## src/rtl/regbus_arb_pkg.sv

```systemverilog
// regbus_arb_pkg: shared encodings for the register-bus round-robin arbiter
package regbus_arb_pkg;
  typedef enum logic [1:0] {
    ST_IDLE  = 2'd0,
    ST_ISSUE = 2'd1,
    ST_ACK   = 2'd2
  } arb_state_t;
  localparam logic [1:0] RESP_OKAY   = 2'b00;
  localparam logic [1:0] RESP_SLVERR = 2'b10;
endpackage

```

## src/rtl/rr_grant_select.sv

```systemverilog
// rr_grant_select: combinational round-robin winner search starting at ptr
module rr_grant_select #(
  parameter  int N = 4,
  localparam int W = $clog2(N)
) (
  input  logic [N-1:0] req_valid,
  input  logic [W-1:0] ptr,
  output logic         any,
  output logic [W-1:0] g
);
  logic [N-1:0] w_rot;
  logic [W-1:0] w_off;
  logic [W:0]   w_sum;
  // Rotate so bit 0 is the requester at ptr; the lowest set bit is the winner offset
  assign w_rot = N'({req_valid, req_valid} >> ptr);
  always_comb begin
    w_off = '0;
    for (int k = N - 1; k >= 0; k--) if (w_rot[k]) w_off = W'(k);
  end
  assign w_sum = {1'b0, ptr} + {1'b0, w_off};
  assign g     = (w_sum >= (W+1)'(N)) ? W'(w_sum - (W+1)'(N)) : w_sum[W-1:0];
  assign any   = |req_valid;
endmodule

```

## src/rtl/regbus_rr_arbiter.sv

```systemverilog
// regbus_rr_arbiter: shares the register-file bus between NUM_REQ requesters,
// one transaction in flight, round-robin order, all outputs registered.
module regbus_rr_arbiter
  import regbus_arb_pkg::*;
#(
  parameter  int NUM_REQ    = 4,
  parameter  int ADDR_WIDTH = 32,
  parameter  int DATA_WIDTH = 32,
  localparam int ID_W       = $clog2(NUM_REQ),
  localparam int STRB_W     = DATA_WIDTH / 8
) (
  input  logic                          aclk,
  input  logic                          areset,
  input  logic [NUM_REQ-1:0]            req_valid,
  input  logic [NUM_REQ-1:0]            req_we,
  input  logic [NUM_REQ*ADDR_WIDTH-1:0] req_addr,
  input  logic [NUM_REQ*DATA_WIDTH-1:0] req_wdata,
  input  logic [NUM_REQ*STRB_W-1:0]     req_wstrb,
  output logic [NUM_REQ-1:0]            req_ack,
  output logic [DATA_WIDTH-1:0]         rsp_rdata,
  output logic [1:0]                    rsp_resp,
  output logic                          busy,
  output logic [ID_W-1:0]               grant_id,
  output logic [ADDR_WIDTH-1:0]         user_wr_addr,
  output logic [DATA_WIDTH-1:0]         user_wr_data,
  output logic [STRB_W-1:0]             user_wr_strb,
  output logic                          user_wr_en,
  input  logic [1:0]                    user_wr_resp,
  output logic [ADDR_WIDTH-1:0]         user_rd_addr,
  output logic                          user_rd_en,
  input  logic [DATA_WIDTH-1:0]         user_rd_data,
  input  logic [1:0]                    user_rd_resp
);
  arb_state_t      r_state;
  logic [ID_W-1:0] r_ptr;
  logic            w_any;
  logic [ID_W-1:0] w_g;
  logic            w_we;
  logic [ADDR_WIDTH-1:0] w_addr;
  logic [DATA_WIDTH-1:0] w_wdata;
  logic [STRB_W-1:0]     w_wstrb;
  rr_grant_select #(.N(NUM_REQ)) u_sel (
    .req_valid (req_valid),
    .ptr       (r_ptr),
    .any       (w_any),
    .g         (w_g)
  );
  assign w_we    = req_we[w_g];
  assign w_addr  = req_addr[w_g*ADDR_WIDTH +: ADDR_WIDTH];
  assign w_wdata = req_wdata[w_g*DATA_WIDTH +: DATA_WIDTH];
  assign w_wstrb = req_wstrb[w_g*STRB_W +: STRB_W];
  always_ff @(posedge aclk or posedge areset) begin
    if (areset) begin
      r_state      <= ST_IDLE;
      r_ptr        <= '0;
      req_ack      <= '0;
      rsp_rdata    <= '0;
      rsp_resp     <= RESP_OKAY;
      busy         <= 1'b0;
      grant_id     <= '0;
      user_wr_addr <= '0;
      user_wr_data <= '0;
      user_wr_strb <= '0;
      user_wr_en   <= 1'b0;
      user_rd_addr <= '0;
      user_rd_en   <= 1'b0;
    end else begin
      case (r_state)
        ST_IDLE: if (w_any) begin
          grant_id   <= w_g;
          busy       <= 1'b1;
          user_wr_en <= w_we;
          user_rd_en <= !w_we;
          r_state    <= ST_ISSUE;
          if (w_we) begin
            user_wr_addr <= w_addr;
            user_wr_data <= w_wdata;
            user_wr_strb <= w_wstrb;
          end else begin
            user_rd_addr <= w_addr;
          end
        end
        // The write enable still marks the transaction type during ISSUE
        ST_ISSUE: begin
          rsp_resp   <= user_wr_en ? user_wr_resp : user_rd_resp;
          rsp_rdata  <= user_wr_en ? '0 : user_rd_data;
          req_ack    <= NUM_REQ'(1) << grant_id;
          user_wr_en <= 1'b0;
          user_rd_en <= 1'b0;
          r_state    <= ST_ACK;
        end
        ST_ACK: begin
          req_ack <= '0;
          busy    <= 1'b0;
          r_ptr   <= (grant_id == ID_W'(NUM_REQ - 1)) ? '0 : grant_id + 1'b1;
          r_state <= ST_IDLE;
        end
        default: r_state <= ST_IDLE;
      endcase
    end
  end
endmodule

```

## config.mk

```make
export PLATFORM = sky130hd
export DESIGN_NAME = regbus_rr_arbiter
export DESIGN_NICKNAME = d
export VERILOG_FILES = /design/src/rtl/regbus_arb_pkg.sv /design/src/rtl/rr_grant_select.sv /design/src/rtl/regbus_rr_arbiter.sv
export SDC_FILE = /design/constraint.sdc
export NUM_CORES = 1
export LEC_CHECK = 0
export CORE_AREA = 2 2 180 182
export DETAILED_ROUTE_END_ITERATION = 8
export DIE_AREA = 0 0 182 184
export PLACE_DENSITY = 0.61
export SLEW_MARGIN = 20
export SYNTH_ARGS = -nofsm -noshare
export SYNTH_HDL_FRONTEND = slang
export SYNTH_HIERARCHICAL = 1
export SYNTH_SLANG_ARGS = --single-unit
```

## constraint.sdc

```tcl
create_clock -name aclk -period 7.5 [get_ports aclk]
set_clock_uncertainty 0.15 [all_clocks]
set_input_delay 2.25 -clock aclk [delete_from_list [all_inputs] [get_ports aclk]]
set_output_delay 2.25 -clock aclk [all_outputs]
set_load 0.005 [all_outputs]
```

# Word-level counts from Yosys, hierarchy flattened

Cells that the tools add are included.
W data, S select, Z words.

Output and inout port bits: 143
Register bits: 147

Reduce and logical (&&, ||, !) cells: 11
$add $sub $neg: 3
Eq/ne operators: 4
Shift-type cells: 5
Bitwise operators: 1
Mux-type cells: 19
Order comparisons: 2

Operators with widths:

| cell                  | count |
|---|---|
| $shiftx A128 B8 Y32   | 2 |
| $mux W32              | 1 |
| $mux W2               | 8 |
| $shiftx A16 B5 Y4     | 1 |
| $pmux W4 S2           | 1 |
| $shr A8 B2 Y4         | 1 |
| $pmux W1 S2           | 3 |
| $reduce_and A2 Y1     | 3 |
| $reduce_and A3 Y1     | 2 |
| $reduce_bool A2 Y1    | 3 |
| $eq A2 B2 Y1 const B  | 2 |
| $mux W1               | 4 |
| $pmux W2 S2           | 1 |
| $reduce_or A4 Y1      | 1 |
| $shl A1 B2 Y4 const A | 1 |
| $add A2 B2 Y3         | 1 |
| $ge A3 B3 Y1 const B  | 1 |
| $lt A2 B3 Y1 const B  | 1 |
| $add A2 B1 Y2 const B | 1 |
| $bmux W1 S2           | 1 |
| $eq A2 B1 Y1 const B  | 1 |
| $logic_not A2 Y1      | 1 |
| $ne A2 B1 Y1 const B  | 1 |
| $sub A2 B1 Y2 const B | 1 |
| 2 further kinds       | 2 |

# Longest topological paths before layout

Gate-level depths: netlist of the first run.

Depth in word-level cells: 13
Depth in mapped cells: 14

# By module

Netlist of the first run, hierarchy kept.

Modules (own cells, without submodules):

| module            | cells an instance | times used | area each (um^2) |
|---|---|---|---|
| regbus_rr_arbiter | 443               | 1          | 7239.4 |
| rr_grant_select   | 27                | 1          | 178.9 |

# Least setup slack after synthesis of the first run

OpenSTA, ideal clock, no wires.

Path type: input to register
Start: in req_valid[0]
End: reg user_wr_data[10]
Path slack: 2.848 ns
Setup time: 0.125 ns
Cell stages on the path: 12
Arrival time: 4.377 ns
Path through: nor2_1 -> nor3_1 -> a21oi_1 -> o211ai_1 -> ha_1 -> xor2_1 -> xnor2_1 -> buf_2 -> buf_4 -> clkbuf_1 -> mux4_2 -> mux2_2

Word-level cells in the longest chain between the ends: 11
Elaborated cells between the ends (all ways): 14
Classes of those cells: add/sub: 2; order compare: 1; shift: 2; mux: 7; reduce/logical: 2

Ends and longest elaborated chain:

| item                                                                        | line                    | text |
|---|---|---|
| from (decl)                                                                 | regbus_rr_arbiter.sv:14 | `input logic [NUM_REQ-1:0] req_valid,` |
| $shr A8 B2 Y4 *                                                             | rr_grant_select.sv:15   | `assign w_rot = N'({req_valid, req_valid} >> ptr);` |
| $mux W2 (3 in series)                                                       | rr_grant_select.sv:18   | `for (int k = N - 1; k >= 0; k--) if (w_rot[k]) w_off = W'(k);` |
| $mux W2 *                                                                   | rr_grant_select.sv:18   |  |
| $add A2 B2 Y3 *                                                             | rr_grant_select.sv:20   | `assign w_sum = {1'b0, ptr} + {1'b0, w_off};` |
| $ge A3 B3 Y1 or $sub A2 B1 Y2 (tied branches)                               | rr_grant_select.sv:21   | `assign g = (w_sum >= (W+1)'(N)) ? W'(w_sum - (W+1)'(N)) : w_sum[W-1:0];` |
| $mux W2 *                                                                   | rr_grant_select.sv:21   |  |
| net w_g[1]                                                                  | regbus_rr_arbiter.sv:37 | `logic [ID_W-1:0] w_g;` |
| parallel branches: the longest is 3 deep, another holds $shiftx A128 B8 Y32 | n/a                     |  |
| to (signal assigned)                                                        | regbus_rr_arbiter.sv:77 | `user_wr_data <= w_wdata;` |
| to (decl)                                                                   | regbus_rr_arbiter.sv:25 | `output logic [DATA_WIDTH-1:0] user_wr_data,` |

Mark *: on every way through the listed nets, which the timed path passes. The select of a mux whose other input is x is not followed.
A chain may end at the register's enable or synchronous reset.

# Final worst setup path of the first run

Start: in req_valid[1]
End: reg user_rd_addr[18]

Word-level cells in the longest chain between the ends: 12
Elaborated cells between the ends (all ways): 15
Classes of those cells: add/sub: 2; order compare: 1; shift: 2; mux: 7; bitwise: 1; reduce/logical: 2

Ends and longest elaborated chain:

| item                                                                        | line                    | text |
|---|---|---|
| $shr A8 B2 Y4 *                                                             | rr_grant_select.sv:15   |  |
| $mux W2 (3 in series)                                                       | rr_grant_select.sv:18   |  |
| $mux W2 *                                                                   | rr_grant_select.sv:18   |  |
| $add A2 B2 Y3 *                                                             | rr_grant_select.sv:20   |  |
| $ge A3 B3 Y1 or $sub A2 B1 Y2 (tied branches)                               | rr_grant_select.sv:21   |  |
| $mux W2 *                                                                   | rr_grant_select.sv:21   |  |
| net w_g[1]                                                                  | regbus_rr_arbiter.sv:37 |  |
| parallel branches: the longest is 4 deep, another holds $shiftx A128 B8 Y32 | n/a                     |  |
| to (signal assigned)                                                        | regbus_rr_arbiter.sv:80 | `user_rd_addr <= w_addr;` |
| to (decl)                                                                   | regbus_rr_arbiter.sv:29 | `output logic [ADDR_WIDTH-1:0] user_rd_addr,` |

Marked as above.

==> results of run 1 <==
-- per-stage QoR --
step / setup WS, ps / utilization / std cells / hold slack (ps)
floorplan: 1149 / - / 470 / 325.3
CTS: 1915 / 0.4173 / 1335 / 351.7
finish: 1898 / 0.4173 / 1335 / 353.6
global placement: 1518 / 0.3963 / 1304 / 322.5
global route: 1734 / 0.4173 / 1335 / 361.6
detailed placement: 1450 / 0.3963 / 1304 / 334.8
-- state kept, by name (all words and copies together) (netlist names) --
register,count
user_wr_data,32
user_rd_addr,32
rsp_resp,2
user_wr_addr,32
user_wr_en,1
r_state,2
r_ptr,2
grant_id,2
req_ack,4
user_wr_strb,4
busy,1
user_rd_en,1
rsp_rdata,32
-- path summary, 6_finish.rpt --
path	start	endpoint	slack, ps
hold reg to reg	user_wr_strb[1]$_DFFE_PP0P_	user_wr_strb[1]$_DFFE_PP0P_	350
hold / removal	user_wr_strb[1]$_DFFE_PP0P_	user_wr_strb[1]$_DFFE_PP0P_	350
min in group asynchronous	areset	rsp_rdata[11]$_DFFE_PP0P_	2170
setup / recovery	req_valid[1]	user_rd_addr[18]$_DFFE_PP0P_	1900
max in group asynchronous	areset	user_wr_data[27]$_DFFE_PP0P_	4010
setup reg to reg	r_ptr[0]$_DFFE_PP0P_	user_rd_addr[18]$_DFFE_PP0P_	3790
-- logic make-up after synthesis --
group / synth area share
XOR/XNOR: 0.002362
AND/OR/NAND/NOR: 0.02479
multiplexers: 0.3716
flip-flops: 0.4959
adder cells (fa/ha/maj): 0.01349
buffers and inverters: 0.03458
AO/OA/AOI/OAI: 0.05735
-- power groups by stage --
stage                     clock network [mW]  registers (mW)  logic [mW]
after floorplan                            0            1.46        2.30
after global placement                     0            1.46        3.75
after detailed placement                   0            1.47        3.79
after CTS                               1.01            1.46        3.81
after global routing                    1.05            1.51        4.01
final                                  0.981            1.46        3.73
-- layout by cell type, fill, tap and decap left out, drive strengths merged, types with 2 or more instances in the layout --
cell / synthesis / layout
nand2: 12 / 12
clkbuf: 11 / 23
ha: 8 / 8
buf: 26 / 9
clkdlybuf4s50: 0 / 460
nor2b: 2 / 2
bufinv: 0 / 5
a22o: 32 / 32
a221o: 2 / 2
dfrtp: 147 / 147
mux2i: 5 / 5
nand2b: 2 / 2
mux4: 68 / 68
o21ai: 7 / 7
nand3b: 2 / 2
clkinv: 1 / 2
inv: 10 / 11
mux2: 103 / 103
nor3b: 4 / 4
nor2: 7 / 7
nor3: 2 / 2
a21oi: 5 / 5
-- area by class of cell --
cell class / instances / area (um^2)
timing repair buffer: 469 / 4697
inverter: 11 / 46.29
tap: 402 / 503.0
fill: 2931 / 18290
clock inverter: 8 / 171.4
clock buffer: 23 / 488.0
multi-input combinational: 275 / 3515
sequential: 147 / 3679
-- critical path, delay by kind of cell --
| family | cells | cell delay [ps] |
|---|---|---|
| buffers and inverters | 4 | 1670 |
| XOR/XNOR | 2 | 410 |
| adder cells (fa/ha/maj) | 1 | 180 |
| AO/OA/AOI/OAI | 2 | 340 |
| AND/OR/NAND/NOR | 1 | 180 |
| multiplexers | 2 | 710 |
-- per-layer routing --
metal  routed length (um)  vias to the layer above  part of all wire
met2                13650                      283              0.49
met5                    0                        -                 0
met1                11400                     3108              0.41
met4                  672                        0             0.024
li1                     -                     2739                 -
met3                 2226                       40             0.080
==> results.md, run 1 <==
* Sw Ratio at 0.3346
* Top cell type's share of synthesized area at 0.4959
* CP Cell Sequence: clkdlybuf4s50_1 > inv_1 > nor3_1 > a31oi_1 > o211ai_1 > ha_4 > xor2_1 > xnor2_2 > buf_4 > buf_4 > mux4_2 > mux2_2
* DRC Markers at 0
* Vias in the first global route at 6467
* GR peak layer: met2
* FF-to-FF path depth at 10
* Dpl cell area at 12440 um^2
* WS Path Type: primary input to flop
* H-tree depth at 4
* Final worst path period share at 0.7469
* Vias per cell at 4.622
* CP peak stage delay at 570 ps
* Crit path launch type: primary input
* GRT met2 Usage at 0.2672
* DR iter-0 viols at 342
* Synthesized area at 7418 um^2
* Clock network power share at 0.159
* Initial antenna violation count at 0
* Leading cell types by total area after synthesis: dfrtp_1 (50%), mux4_2 (19%), mux2_2 (16%), a22o_1 (3.8%), mux4_1 (1.4%)
* Async S/R FF share, synth at 1.000
* CTS Root Cell: clkbuf_16
* Worst Hold Depth at 1
* FP Rows at 65
* Pin count of the biggest net entering global routing at 76
* Slew Limit Headroom at 0.2943
* Total Routing Usage GR at 0.1640
* Netlist cell types at 37
* Sequential share of power at 0.236
* Gr ovfl total at 0
* Placer congestion estimate at 0.9409
* Diodes inserted at 0
* Skew-Pair Late Insertion Delay at 430 ps
* Share of layout cells above drive strength 1 at 0.2272
* Number of I/O port buffers at 460
* GRT met3 Usage at 0.04754
* Power per Cell Area at 470.6 nW/um^2
* Die footprint at 33490 um^2
* Worst path most repeated cell: buf_4
* Leakage at 5.118 nW
* Share of total power in combinational logic at 0.604
* Layout net count at 1247
* CORE AREA at 31390 um^2
* Post-synthesis average cell area at 15.78 um^2
* Seq/Total Area, Yosys at 0.4959
* Setup tns final at 0 ps
* Least-Margin Pin Slew at 1059 ps
* Final setup violation count at 0
* Net Sw Power at 2.063 mW
* WL/cell at 20.94 um
* WP data required at 7660 ps
* First-pass GRT wire length at 40650 um
* Initial Util at 0.2363
* Total clock buffers created by CTS at 17
* Drt first pass iters at 4
* # clock sinks at 147
* Dpl hpwl at 21420 um
* # IOs at 461
* Crit path max fanout at 41
* Post-synth EDFFs at 0
* Power Internal at 4.102 mW
* Seq cells post-synth at 147
* Crit path max-delay cell type: buf_4
* IR drop worst, VDD at 0.4665 mV
* Clock Path Buffers at 2
* Synth area leader: dfrtp_1
* Post-synth top cells: dfrtp_1 (147), mux2_2 (103), mux4_2 (64)
* Outcome: completed
* F_max at 178.5 MHz
* CTS clk-pin slew, worst paths at 60 ps
* Vias at 6170
* Post-route cell area at 13100 um^2
* DIE WIDTH at 182 um
* Die height at 184 um
* Minimum clock period at 5602 ps
* Syn_nets at 796
* CTS tree: yes
* Post-Synthesis Cells at 470
* Synth Flop Type: dfrtp_1
* Tightest Hold Check Type: flop to flop
* # hold bufs at CTS at 0
* Design Power at 6.165 mW
* Final WL at 27950 um
* Max-slew violation count at 0
* Unrepaired setup endpoints after global routing: no
* Top-count cell post-synth: dfrtp_1
* Grt met1 use at 0.2062
* Synth-to-layout area growth at 76.57%
* Critical Path AT at 5770 ps
* Post-route ant nets at 0
* Post-CTS Resized at 0
* Final Hold Viols at 0
* Max Cap Violations at 0
* Yosys warns at 6
* Crit end category: flop
* Setup Fix Bufs, Post-CTS at 0
Note: power is estimated with default switching activity, not from simulation.
==> run 2: changes to the inputs <==
--- a/config.mk
+++ b/config.mk
@@ -8,7 +8,7 @@
 export CORE_AREA = 2 2 180 182
 export DETAILED_ROUTE_END_ITERATION = 8
 export DIE_AREA = 0 0 182 184
-export PLACE_DENSITY = 0.61
+export PLACE_DENSITY = 0.64
 export SLEW_MARGIN = 20
 export SYNTH_ARGS = -nofsm -noshare
 export SYNTH_HDL_FRONTEND = slang
==> constraint.sdc (replaced) <==
create_clock -name aclk -period 5 [get_ports aclk]
set_clock_uncertainty 0.15 [all_clocks]
set_input_delay 1.5 -clock aclk [delete_from_list [all_inputs] [get_ports aclk]]
set_output_delay 1.5 -clock aclk [all_outputs]
set_load 0.005 [all_outputs]
==> run 2 against run 1 <==
First-iteration DRC count shrank 28%; register-to-register slack lost 2000 ps; clock power up 25%; global-route usage fell by 0.46 points; utilization fell by 0.060 points; cell count up 0.30%; non-clock buffer count is 3 higher; total power grew 49%; via count shrank 2.0%; die area is the same; sequential share of layout area hardly changed; critical endpoint is now user_wr_addr[6]$_DFFE_PP0P_; largest cell class unchanged.
==> results.md, run 2 (synthesis gave the netlist of run 1 again) <==
* WP data required at 5140 ps (-2520 ps)
* Die height at 184 um (unchanged)
* Clock Path Buffers at 2 (unchanged)
* Crit path max-delay cell type: clkdlybuf4s50_1
* Unrepaired setup endpoints after global routing: no
* First-pass GRT wire length at 40410 um (-0.59%)
* Least-Margin Pin Slew at 834.7 ps (-223.8 ps)
* Sequential share of power at 0.236 (about the same)
* CTS Root Cell: clkbuf_16
* Total Routing Usage GR at 0.1594 (-0.004605)
* Sw Ratio at 0.3457 (+0.01113)
* DR iter-0 viols at 247 (-28%)
* Number of I/O port buffers at 460 (unchanged)
* CTS tree: yes
* Initial Util at 0.2363 (unchanged)
* Slew Limit Headroom at 0.4435 (+0.1492)
* H-tree depth at 4 (unchanged)
* Power per Cell Area at 702.1 nW/um^2 (+49%)
* Share of total power in combinational logic at 0.630 (+0.026)
* Synth-to-layout area growth at 76.32%
* Leakage at 5.098 nW (-0.40%)
* DIE WIDTH at 182 um (unchanged)
* Vias per cell at 4.516 (-2.3%)
* Final setup violation count at 0 (unchanged)
* Max-slew violation count at 0 (unchanged)
* Pin count of the biggest net entering global routing at 148 (+95%)
* Critical Path AT at 4490 ps (-1280 ps)
* WL/cell at 20.25 um (-3.3%)
* Dpl hpwl at 21110 um (-1.4%)
* CP Cell Sequence: clkdlybuf4s50_1 > nor2_1 > nor3_1 > a21oi_1 > o211ai_1 > ha_4 > xor2_1 > xnor2_2 > nand3_1 > o22ai_4 > buf_4 > mux2_2
* Crit end category: flop
* Post-Place Cells at 1307 (+0.23%)
* Beginning of the worst hold path: user_rd_addr[8]$_DFFE_PP0P_
* FF-to-FF Start: r_ptr[0]$_DFFE_PP0P_
* Initial antenna violation count at 1 (+1)
* Setup tns final at 0 ps (unchanged)
* F_max at 230.1 MHz
* # clock sinks at 147 (unchanged)
* Minimum clock period at 4347 ps
* Clock network power share at 0.134 (-0.025)
* Final worst path period share at 0.8694
* # IOs at 461 (unchanged)
* CORE AREA at 31390 um^2 (unchanged)
* Design Power at 9.184 mW (+49%)
* Outcome: completed
* Fill cells at 2939 (+0.27%)
* IR drop worst, VDD at 0.6819 mV (+46%)
* Post-CTS Resized at 0 (unchanged)
* Total clock buffers created by CTS at 17 (unchanged)
* Placer congestion estimate at 0.8798 (-6.5%)
* Crit path launch type: primary input
* Post-route ant nets at 0 (unchanged)
* Layout net count at 1250 (+0.24%)
* WS Path Type: primary input to flop
* Skew-Pair Late Insertion Delay at 410 ps (-20 ps)
* Gr ovfl total at 0 (unchanged)
* FP Rows at 65 (unchanged)
* CTS clk-pin slew, worst paths at 60 ps (about the same)
* Most frequent cells in the layout: clkdlybuf4s50_1 (460), dfrtp_1 (147), mux2_2 (103)
* CP peak stage delay at 540 ps (-30 ps)
* Crit path from: req_valid[2]
* Final WL at 27120 um (-3.0%)
* Commonest non-fill, non-tap cell in the layout: clkdlybuf4s50_1
* Final Hold Viols at 0 (unchanged)
* Setup Fix Bufs, Post-CTS at 0 (unchanged)
* Final std cells w/o fill at 1339 (+0.30%)
* Net Sw Power at 3.175 mW (+54%)
* Diodes inserted at 0 (unchanged)
* Crit path max fanout at 23 (-44%)
* Die footprint at 33490 um^2 (unchanged)
* Drt first pass iters at 4 (unchanged)
* Vias in the first global route at 6639 (+2.7%)
* DRC Markers at 0 (unchanged)
* Tightest Hold Check Type: flop to flop
* Share of layout cells above drive strength 1 at 0.2316 (+0.004366)
* Max Cap Violations at 0 (unchanged)
* Power Internal at 6.009 mW (+46%)
* Vias at 6047 (-2.0%)
* # hold bufs at CTS at 0 (unchanged)
## run 2: path summary, 6_finish.rpt
| path | cells past startpoint | slack [ps] | endpoint |
|---|---|---|---|
| hold / removal | 1 | 350 | user_rd_addr[8]$_DFFE_PP0P_ |
| min in group asynchronous | 3 | 1500 | user_rd_addr[0]$_DFFE_PP0P_ |
| max in group asynchronous | 3 | 2570 | user_wr_data[12]$_DFFE_PP0P_ |
| setup reg to reg | 10 | 1800 | user_wr_addr[6]$_DFFE_PP0P_ |
| hold reg to reg | 1 | 350 | user_rd_addr[8]$_DFFE_PP0P_ |
| setup / recovery | 12 | 650 | user_wr_addr[6]$_DFFE_PP0P_ |
## run 2: power by group through the flow
stage	clock network [mW]	logic, mW	registers (mW)
detailed placement	0	5.89	2.19
floorplan	0	3.46	2.19
CTS	1.28	5.90	2.18
global route	1.33	6.21	2.26
finish	1.23	5.78	2.17
global placement	0	5.85	2.18
## run 2: stage by stage
stage          hold WS, ps  setup slack, ps    util  cell area (um^2)
6_report             354.6            653.2  0.4167             13080
5_1_grt              368.2            463.3  0.4167             13080
4_1_cts              359.1            696.9  0.4167             13080
3_5_place_dp         344.4            250.0  0.3989             12520
3_3_place_gp         322.2            346.2  0.3989             12520
2_1_floorplan        325.3             1098       -              7422
## run 2: final cells by class
cell class | instances | area [um^2] | area share
repair buffers | 472 | 4782 | 0.3656
flip-flops and latches | 147 | 3679 | 0.2812
multi-input cells | 275 | 3515 | 0.2687
well taps | 402 | 503.0 | 0.03845
clock buffers | 19 | 442.9 | 0.03386
clock inverters | 13 | 113.9 | 0.008705
inverters | 11 | 45.04 | 0.003444
## run 2: per-layer routing
layer / share of wire / up-vias / wire (um) / GRT usage
met5: 0.00037 / - / 10 / 0
li1: - / 2741 / - / -
met3: 0.073 / 23 / 1980 / 0.04200
met2: 0.51 / 246 / 13760 / 0.2805
met1: 0.40 / 3035 / 10980 / 0.1942
met4: 0.014 / 2 / 389 / 0.03968
## run 2: worst max-delay path, delay by kind of cell
kind	cells	cell delay, ps
adders and majority gates	1	190
buffers and inverters	2	890
muxes	1	380
AOI/OAI and AO/OA	3	540
xor gates and xnor gates	2	490
and+or+nand+nor	3	470
